## config.mk

```make
export PLATFORM = sky130hd
export DESIGN_NAME = bp_be_dcache_wbuf_drain_flat
export DESIGN_NICKNAME = d
export VERILOG_FILES = /design/src/rtl/bp_be_dcache_wbuf_drain_if.sv /design/src/rtl/bp_be_dcache_wbuf_drain.sv /design/src/flat_wrapper.sv
export SDC_FILE = /design/constraint.sdc
export NUM_CORES = 1
export LEC_CHECK = 0
export BUFFER_PORTS_ARGS = -buffer_cell sky130_fd_sc_hd__buf_2
export CORE_MARGIN = 8
export CORE_UTILIZATION = 47
export CTS_CLUSTER_SIZE = 20
export DETAILED_ROUTE_END_ITERATION = 6
export GPL_TIMING_DRIVEN = 1
export PLACE_DENSITY = 0.82
export SKIP_CTS_REPAIR_TIMING = 1
export SYNTH_ARGS = -nofsm -noshare
export SYNTH_HDL_FRONTEND = slang
export SYNTH_SLANG_ARGS = --single-unit
```

## constraint.sdc

```tcl
create_clock -name clk_i -period 2.5 [get_ports clk_i]
set_clock_uncertainty 0.15 [all_clocks]
set_input_delay 0.125 -clock clk_i [delete_from_list [all_inputs] [get_ports clk_i]]
set_output_delay 0.125 -clock clk_i [all_outputs]
set_load 0.01 [all_outputs]
```

## src/rtl/bp_be_dcache_wbuf_drain_if.sv

```systemverilog
// -----------------------------------------------------------------------------
// bp_be_dcache_wbuf_drain_if
// Bundle of signals between the dcache write-buffer head, the drain block and
// the dcache data memory banks.
//
// Signals (direction as seen by the drain block, modport slave):
//   v_i             in   write-buffer head entry valid
//   wbuf_entry_i    in   head entry, packed {paddr, way_id, data, mask}
//   yumi_o          out  pop the write-buffer head this cycle
//   bank_busy_i     in   per-bank read port claimed by a load this cycle
//   lce_busy_i      in   LCE owns the whole data memory this cycle
//   data_mem_v_o    out  one-hot bank write enable
//   data_mem_addr_o out  bank row (set index)
//   data_mem_data_o out  write data
//   data_mem_mask_o out  byte write mask
//   empty_o         out  nothing held and nothing offered
//   starve_o        out  held store blocked for stall_limit_p cycles or more
// The master modport is the environment side (write buffer + data memory).
// -----------------------------------------------------------------------------
interface bp_be_dcache_wbuf_drain_if #(
  parameter int data_width_p  = 64,
  parameter int paddr_width_p = 22,
  parameter int ways_p        = 8,
  parameter int sets_p        = 64
);

  localparam int way_id_width_lp = $clog2(ways_p);
  localparam int index_width_lp  = $clog2(sets_p);
  localparam int mask_width_lp   = data_width_p / 8;
  localparam int entry_width_lp  = paddr_width_p + way_id_width_lp
                                 + data_width_p + mask_width_lp;

  logic                      v_i;
  logic [entry_width_lp-1:0] wbuf_entry_i;
  logic                      yumi_o;
  logic [ways_p-1:0]         bank_busy_i;
  logic                      lce_busy_i;
  logic [ways_p-1:0]         data_mem_v_o;
  logic [index_width_lp-1:0] data_mem_addr_o;
  logic [data_width_p-1:0]   data_mem_data_o;
  logic [mask_width_lp-1:0]  data_mem_mask_o;
  logic                      empty_o;
  logic                      starve_o;

  modport slave (
    input  v_i,
    input  wbuf_entry_i,
    output yumi_o,
    input  bank_busy_i,
    input  lce_busy_i,
    output data_mem_v_o,
    output data_mem_addr_o,
    output data_mem_data_o,
    output data_mem_mask_o,
    output empty_o,
    output starve_o
  );

  modport master (
    output v_i,
    output wbuf_entry_i,
    input  yumi_o,
    output bank_busy_i,
    output lce_busy_i,
    input  data_mem_v_o,
    input  data_mem_addr_o,
    input  data_mem_data_o,
    input  data_mem_mask_o,
    input  empty_o,
    input  starve_o
  );

endinterface

```

## src/rtl/bp_be_dcache_wbuf_drain.sv

```systemverilog
// -----------------------------------------------------------------------------
// bp_be_dcache_wbuf_drain
// Drains committed stores from the dcache write buffer into the banked data
// memory. One entry at a time is popped into a holding register and then
// written as a masked single-bank write. Banks are word-interleaved with the
// bank selected by word_offset XOR way_id. The write yields to LCE fills
// (all banks) and to load reads on the target bank. A registered starvation
// flag reports a held store blocked for stall_limit_p cycles.
//
// Ports:
//   clk_i    in  clock
//   reset_i  in  synchronous active-high reset; discards any held entry
//   bus      bp_be_dcache_wbuf_drain_if.slave (write-buffer handshake and
//            data-memory write port, see the interface header)
// -----------------------------------------------------------------------------
module bp_be_dcache_wbuf_drain #(
  parameter int data_width_p  = 64,
  parameter int paddr_width_p = 22,
  parameter int ways_p        = 8,
  parameter int sets_p        = 64,
  parameter int stall_limit_p = 16
) (
  input  logic                         clk_i,
  input  logic                         reset_i,
  bp_be_dcache_wbuf_drain_if.slave     bus
);

  localparam int byte_off_width_lp = $clog2(data_width_p / 8);
  localparam int way_id_width_lp   = $clog2(ways_p);
  localparam int index_width_lp    = $clog2(sets_p);
  localparam int mask_width_lp     = data_width_p / 8;
  localparam int cnt_width_lp      = $clog2(stall_limit_p + 1);
  localparam int index_lsb_lp      = byte_off_width_lp + way_id_width_lp;
  localparam int tag_lsb_lp        = index_lsb_lp + index_width_lp;

  localparam logic [cnt_width_lp-1:0] stall_limit_lp = cnt_width_lp'(stall_limit_p);

  typedef struct packed {
    logic [paddr_width_p-1:0]   paddr;
    logic [way_id_width_lp-1:0] way_id;
    logic [data_width_p-1:0]    data;
    logic [mask_width_lp-1:0]   mask;
  } entry_s;

  typedef enum logic {
    e_idle = 1'b0,
    e_held = 1'b1
  } state_e;

  state_e                      state_r, state_n;
  entry_s                      hold_r;
  entry_s                      entry_in_s;
  logic                        pend_v_s;
  logic                        fire_s;
  logic                        yumi_s;
  logic [ways_p-1:0]           data_mem_v_s;
  logic [ways_p-1:0]           bank_onehot_s;
  logic [way_id_width_lp-1:0]  hold_word_off_s;
  logic [way_id_width_lp-1:0]  hold_bank_s;
  logic [index_width_lp-1:0]   hold_index_s;
  logic [cnt_width_lp-1:0]     cnt_r, cnt_n;
  logic                        starve_r;
  logic                        unused_s;

  assign entry_in_s = entry_s'(bus.wbuf_entry_i);
  assign pend_v_s   = (state_r == e_held);

  // Address decode of the held entry: word offset, set index and target bank.
  assign hold_word_off_s = hold_r.paddr[byte_off_width_lp +: way_id_width_lp];
  assign hold_index_s    = hold_r.paddr[index_lsb_lp +: index_width_lp];
  assign hold_bank_s     = hold_word_off_s ^ hold_r.way_id;
  assign bank_onehot_s   = {{(ways_p-1){1'b0}}, 1'b1} << hold_bank_s;

  // Byte-offset and tag bits of the held address play no part in the write.
  assign unused_s = ^{hold_r.paddr[paddr_width_p-1:tag_lsb_lp],
                      hold_r.paddr[byte_off_width_lp-1:0]};

  // State register: IDLE/HELD, i.e. the pend_v flag.
  always_ff @(posedge clk_i) begin
    if (reset_i) begin
      state_r <= e_idle;
    end else begin
      state_r <= state_n;
    end
  end

  // Next-state logic: a pop always (re)fills the holder; a write alone empties it.
  always_comb begin
    state_n = state_r;
    case (state_r)
      e_idle: begin
        if (yumi_s) begin
          state_n = e_held;
        end else begin
          state_n = e_idle;
        end
      end
      e_held: begin
        if (yumi_s) begin
          state_n = e_held;
        end else if (fire_s) begin
          state_n = e_idle;
        end else begin
          state_n = e_held;
        end
      end
      default: begin
        state_n = e_idle;
      end
    endcase
  end

  // Output logic: write issue, pop handshake and bank enable.
  // Reset gates both so nothing moves in the reset cycle even if an entry was held.
  always_comb begin
    fire_s       = 1'b0;
    yumi_s       = 1'b0;
    data_mem_v_s = {ways_p{1'b0}};
    case (state_r)
      e_held: begin
        fire_s = ~reset_i & ~bus.lce_busy_i & ~bus.bank_busy_i[hold_bank_s];
        yumi_s = ~reset_i & bus.v_i & fire_s;
      end
      e_idle: begin
        fire_s = 1'b0;
        yumi_s = ~reset_i & bus.v_i;
      end
      default: begin
        fire_s = 1'b0;
        yumi_s = 1'b0;
      end
    endcase
    if (fire_s) begin
      data_mem_v_s = bank_onehot_s;
    end else begin
      data_mem_v_s = {ways_p{1'b0}};
    end
  end

  // Holding register: captures the head entry on every pop.
  always_ff @(posedge clk_i) begin
    if (reset_i) begin
      hold_r <= '0;
    end else if (yumi_s) begin
      hold_r <= entry_in_s;
    end else begin
      hold_r <= hold_r;
    end
  end

  // Blocked-cycle counter: saturating, cleared on write or when nothing is held.
  always_comb begin
    cnt_n = cnt_r;
    if (~pend_v_s | fire_s) begin
      cnt_n = {cnt_width_lp{1'b0}};
    end else if (cnt_r == stall_limit_lp) begin
      cnt_n = cnt_r;
    end else begin
      cnt_n = cnt_r + cnt_width_lp'(1);
    end
  end

  // Counter and starvation flag registers; the flag tracks counter == limit.
  always_ff @(posedge clk_i) begin
    if (reset_i) begin
      cnt_r    <= {cnt_width_lp{1'b0}};
      starve_r <= 1'b0;
    end else begin
      cnt_r    <= cnt_n;
      starve_r <= (cnt_n == stall_limit_lp);
    end
  end

  assign bus.yumi_o          = yumi_s;
  assign bus.data_mem_v_o    = data_mem_v_s;
  assign bus.data_mem_addr_o = hold_index_s;
  assign bus.data_mem_data_o = hold_r.data;
  assign bus.data_mem_mask_o = hold_r.mask;
  assign bus.empty_o         = ~pend_v_s & ~bus.v_i;
  assign bus.starve_o        = starve_r;

endmodule

```

## src/flat_wrapper.sv

```systemverilog
// flat-port wrapper written by rule: the top's interface ports become plain ports
module bp_be_dcache_wbuf_drain_flat 
#(
  parameter int data_width_p  = 64,
  parameter int paddr_width_p = 22,
  parameter int ways_p        = 8,
  parameter int sets_p        = 64,
  parameter int stall_limit_p = 16
)
  (clk_i, reset_i, bus_v_i, bus_wbuf_entry_i, bus_yumi_o, bus_bank_busy_i, bus_lce_busy_i, bus_data_mem_v_o, bus_data_mem_addr_o, bus_data_mem_data_o, bus_data_mem_mask_o, bus_empty_o, bus_starve_o);
  bp_be_dcache_wbuf_drain_if #(.data_width_p(data_width_p), .paddr_width_p(paddr_width_p), .ways_p(ways_p), .sets_p(sets_p)) bus_i ();
  input  logic clk_i;
  input  logic reset_i;
  input wire logic [$bits(bus_i.v_i)-1:0] bus_v_i;
  input wire logic [$bits(bus_i.wbuf_entry_i)-1:0] bus_wbuf_entry_i;
  output wire logic [$bits(bus_i.yumi_o)-1:0] bus_yumi_o;
  input wire logic [$bits(bus_i.bank_busy_i)-1:0] bus_bank_busy_i;
  input wire logic [$bits(bus_i.lce_busy_i)-1:0] bus_lce_busy_i;
  output wire logic [$bits(bus_i.data_mem_v_o)-1:0] bus_data_mem_v_o;
  output wire logic [$bits(bus_i.data_mem_addr_o)-1:0] bus_data_mem_addr_o;
  output wire logic [$bits(bus_i.data_mem_data_o)-1:0] bus_data_mem_data_o;
  output wire logic [$bits(bus_i.data_mem_mask_o)-1:0] bus_data_mem_mask_o;
  output wire logic [$bits(bus_i.empty_o)-1:0] bus_empty_o;
  output wire logic [$bits(bus_i.starve_o)-1:0] bus_starve_o;
  assign bus_i.v_i = bus_v_i;
  assign bus_i.wbuf_entry_i = bus_wbuf_entry_i;
  assign bus_yumi_o = bus_i.yumi_o;
  assign bus_i.bank_busy_i = bus_bank_busy_i;
  assign bus_i.lce_busy_i = bus_lce_busy_i;
  assign bus_data_mem_v_o = bus_i.data_mem_v_o;
  assign bus_data_mem_addr_o = bus_i.data_mem_addr_o;
  assign bus_data_mem_data_o = bus_i.data_mem_data_o;
  assign bus_data_mem_mask_o = bus_i.data_mem_mask_o;
  assign bus_empty_o = bus_i.empty_o;
  assign bus_starve_o = bus_i.starve_o;
  bp_be_dcache_wbuf_drain #(.data_width_p(data_width_p), .paddr_width_p(paddr_width_p), .ways_p(ways_p), .sets_p(sets_p), .stall_limit_p(stall_limit_p)) u_core (.clk_i(clk_i), .reset_i(reset_i), .bus(bus_i));
endmodule
```

# Yosys cells after proc, flatten, opt, wreduce, memory -nomap -nowiden
# Index checks and enable logic that the tools add are counted.
totals:
  register_bits: 94
  latchBits: 0
  ramBits: 0
  rom_bits: 0
  inputBits: 109
  out_inout_bits: 89
  elab_cells: 35
  n_memories: 0
op_classes:
  n_addsub: 1
  multipliers: 0
  div: 0
  magnitude_cmp: 1
  n_eq_ne: 2
  shifts: 1
  mux: 11
  n_bitwise: 12
  reduce_logical: 0
op_table:
  columns: ["cell", "count"]
  rows:
  - ["5-bit == test, second input constant", 2]
  - ["5-bit 2-to-1 mux", 2]
  - ["8-bit 2-to-1 mux", 1]
  - ["1-bit by 3-bit left shift with 8-bit output, first input constant", 1]
  - ["1-bit case mux with 2 select lines", 3]
  - ["5-bit by 1-bit adder with 5-bit output, second input constant", 1]
  - ["1-bit AND", 5]
  - ["1-bit NOT", 5]
  - ["3-bit by 4-bit less-than comparator with 1-bit output, second input constant", 1]
  - ["1-bit 2-to-1 mux", 4]
  - ["1-bit binary-select mux with 3-bit select", 1]
  - ["3-bit bitwise XOR", 1]
  - ["1-bit OR", 1]

# Depth between registers and ports, before layout
logic_depth:
  ltp_word: 9
  mapped_depth: 8

# Least setup slack after synthesis
# OpenSTA, ideal clock, no wires.
synth_path:
  kind: "register to output"
  start: "register u_core.hold_r[78] in the netlist's numbering"
  end: "output bus_data_mem_v_o[0]"
  arrival_time_ns: 2.323
  setup_slack_ns: -0.098
  stages_incl_launch_ff: 8
  path_buffers: 2
  path_cell_list: "dfxtp_1 > xnor2_1 > mux4_1 > mux2i_2 > buf_6 > buf_6 > nand2_4 > nor4_1"
synth_via:
  elab_chain_len: 7
  word_cells_on_any_way: 8
  classes_between: "shift (1); mux (4); bitwise (3)"
synth_lines:
  columns: ["element", "line_no", "text"]
  rows:
  - ["start, declared", "bp_be_dcache_wbuf_drain.sv:51", "entry_s hold_r;"]
  - ["start signal, assigned", "bp_be_dcache_wbuf_drain.sv:145", "hold_r <= entry_in_s;"]
  - ["start signal, assigned", "bp_be_dcache_wbuf_drain.sv:147", "hold_r <= hold_r;"]
  - ["3-bit bitwise XOR (*)", "bp_be_dcache_wbuf_drain.sv:71", "assign hold_bank_s = hold_word_off_s ^ hold_r.way_id;"]
  - ["1-bit binary-select mux with 3-bit select", "bp_be_dcache_wbuf_drain.sv:121", "fire_s = ~reset_i & ~bus.lce_busy_i & ~bus.bank_busy_i[hold_bank_s];"]
  - ["1-bit 2-to-1 mux (implied by the code)", "bp_be_dcache_wbuf_drain.sv:121", null]
  - ["1-bit NOT", "bp_be_dcache_wbuf_drain.sv:121", null]
  - ["1-bit AND", "bp_be_dcache_wbuf_drain.sv:121", null]
  - ["1-bit case mux with 2 select lines", "bp_be_dcache_wbuf_drain.sv:119", "case (state_r)"]
  - ["8-bit 2-to-1 mux (*)", "bp_be_dcache_wbuf_drain.sv:133", "if (fire_s) begin"]
  - ["end, declared", "flat_wrapper.sv:19", "output wire logic [$bits(bus_i.data_mem_v_o)-1:0] bus_data_mem_v_o;"]
# Mark *: on every way between the ends. The rest lies on a longest branch, timed or not. The select of a mux whose other input is x is not followed.

# Final worst setup path
layout_path:
  start: "register u_core.hold_r[72] in the netlist's numbering"
  end: "output bus_data_mem_v_o[6]"
# Same word-level chain as after synthesis.

==> impl_metrics.ini <==
[synth]
yosys_warnings = 0
synth_seq_area_share_pct = 30.82
ys_ff_latch = 91
avgSynthCellArea_sq_um = 7.998
syn-num-nets = 850
syn_area_sq_um = 5911
synth_cell_types = 30
syn_inst = 739

[worst_hold_path]
hp-class = in2reg
hold-path-cell-count = 4

[worst_setup_path]
cp.arrival_ns = 2.50
worstPathMaxFanout = 5
crit_path_end_kind = output pin
rr_worst_depth = 10
crit_required_ns = 2.23
slowest_stage = mux4_2
max_stage_delay_ns = 0.58
cp-start-kind = flop
worstSetupPathType = reg2out
crit_chain = xnor2_4, mux4_2, mux2i_4, buf_12, nand2_4, nor4_2, buf_2

[timing]
slew_violations = 0
period_share_pct = 111.1
tightest_slew_ns = 0.5707
hold_violations = 0
rsz0062_at_grt = true
finalWorstSetupSlack_ns = -0.2770
final.min_clock_period_ns = 2.777
maxSlewHeadroom_pct = 61.68
fmax_mhz = 360.1
final-setup-viol-count = 9

[power_and_ir_drop]
power_frac_clock_pct = 21.0
p_switching_mw = 2.365
swShare_pct = 39.22
p_leak_nw = 2.990
max-vdd-ir-drop_uv = 526.1
comb_power_share_pct = 47.2
p_total_mw = 6.029
pwr-share-seq_pct = 31.9
powerDensity_nw_per_um2 = 776.9
internal_power_mw = 3.664

[route]
detail-route-antenna-nets = 0
first_iter_violations = 613
wl_per_cell_um = 18.23
drc_errors = 0
drt-vias-per-instance = 6.138
drt-pass1-iter-count = 6
wirelength_um = 19310
vias = 6500

[grt]
grt_pass1_vias = 5152
grt_pass1_wl_um = 25610
grtUsageTotal_pct = 18.85
grt_max_degree = 154
antenna_found_initial = 0
overflow = 0

[clock_network]
clk_latency_ns = 0.34
clkTransAtPathRegs_ns = 0.06
clock-sinks = 91
clockRootBuffer = clkbuf_16
clock_path_buffers = 2
cts_tree = done
h-tree-depth = 3
cts_buffers = 9

[floorplan]
core.rowCount = 41
die_x_um = 128.1
die_area_sq_um = 16420
io_pins = 198
initial_core_util_pct = 47.42
core_region_area_sq_um = 12470
die_h_um = 128.1

[layout]
area_growth_pct = 31.31
layout_common_cells = buf_2 (184), dfxtp_1 (89)
layout.nets = 994
layout-drive-gt1-share_pct = 28.75
antenna_cells = 0
layout_commonest_cell = buf_2
fin_cells = 1059

[run_status]
violations = negative setup slack
outcome = complete, but fails checks

[job]
maxCapViolations = 0

[place]
dp_worst_setup_slack_ns = -0.1099
routabilityCongestion = 0.7960
dp_hpwl_um = 10510
io_buffers = 184
dp.cells = 948
==> power groups by stage <==
stage          logic (mW)  clock network [mW]  registers, mW
6_report             2.84                1.26           1.92
5_1_grt              3.06                1.35           1.96
4_1_cts              2.14                1.29           1.90
3_5_place_dp         2.13                   0           1.93
3_3_place_gp         2.09                   0           1.93
2_1_floorplan        1.73                   0           1.90
==> Yosys cell counts (all sizes together) <==
cell     number  share of area, %
a2111oi       1              0.15
a211o         1              0.15
a21oi        86               7.3
a31oi        84               8.9
and2          1              0.11
buf          91                11
clkbuf       79               5.0
clkinv        1             0.063
dfxtp        91                31
ha            2              0.42
inv           4              0.25
mux2i         1              0.23
mux4          2              0.89
nand2         8              0.64
nand2b       85               9.0
nand3         5              0.42
nand4        85               9.0
nor2          8              0.51
nor2b         1              0.11
nor4          8              0.85
o221ai        1              0.15
o311ai       84                12
or3           2              0.21
xnor2         2              0.30
xor2          6              0.89
==> sequential cells by signal (all words and copies together) (netlist names) <==
signal / count
u_core.bus.data_mem_addr_o: 6
u_core.bus.data_mem_data_o: 64
u_core.bus.data_mem_mask_o: 8
u_core.bus.starve_o: 1
u_core.cnt_r: 5
u_core.hold_r: 6
u_core.pend_v_s: 1
==> metrics by stage <==
stage                      TNS (ns)  area (sq um)  util [%]  hold slack, ns
after CTS                    -8.048          6605     52.99         -0.1315
after floorplan             -0.7870          5911         -          0.1007
final                        -1.371          7761     62.26          0.1851
after global placement    -0.004253          6344     50.89          0.2247
after global routing         -5.549          7761     62.26          0.1993
after detailed placement     -3.597          6344     50.89          0.2312
==> final cells by class <==
class,instances,area [sq um]
Sequential cell,91,1827
Clock inverter,3,15.01
Timing Repair Buffer,302,2171
Fill cell,1018,4705
Inverter,5,21.27
Clock buffer,12,246.5
Multi-Input combinational cell,474,3266
Tap cell,172,215.2
==> layer usage <==
metal  vias up  part of all wire (%)  global-route usage [%]
li1       3088                     -                       -
met2       338                    48                   28.94
met3        75                   7.4                   4.617
met1      2999                    41                   24.18
met5         -                     0                       0
met4         0                   4.2                   9.161
==> kinds of logic (layout without fill, tap and decap cells) <==
logic type,count (synthesis),count (layout),synth area share (%)
XOR/XNOR,8,8,1.185
buffers and inverters,175,322,16.55
AND/OR/NAND/NOR,203,204,20.83
adder cells (fa/ha/maj),2,2,0.4233
flip-flops,91,91,30.82
AO/OA/AOI/OAI,257,257,29.06
multiplexers,3,3,1.122
==> path summary, 6_finish.rpt <==
kind                            slack (ns)                       endpoint                     startpoint
worst min-delay path                  0.19  u_core.bus.data_mem_mask_o[1]                 bus_lce_busy_i
worst max-delay path                 -0.28            bus_data_mem_v_o[6]              u_core.hold_r[72]
worst min register to register        0.37  u_core.bus.data_mem_data_o[6]  u_core.bus.data_mem_data_o[6]
worst max register to register        0.01  u_core.bus.data_mem_addr_o[4]              u_core.hold_r[72]
==> worst max-delay path, delay by kind of cell (launching register included) <==
kind          cells  cell delay [ns]
xor+xnor          1             0.23
buf+inv           2             0.35
flops             1             0.36
mux               2             0.77
simple gates      2             0.44
No activity file was read; power rests on OpenSTA's default activity.
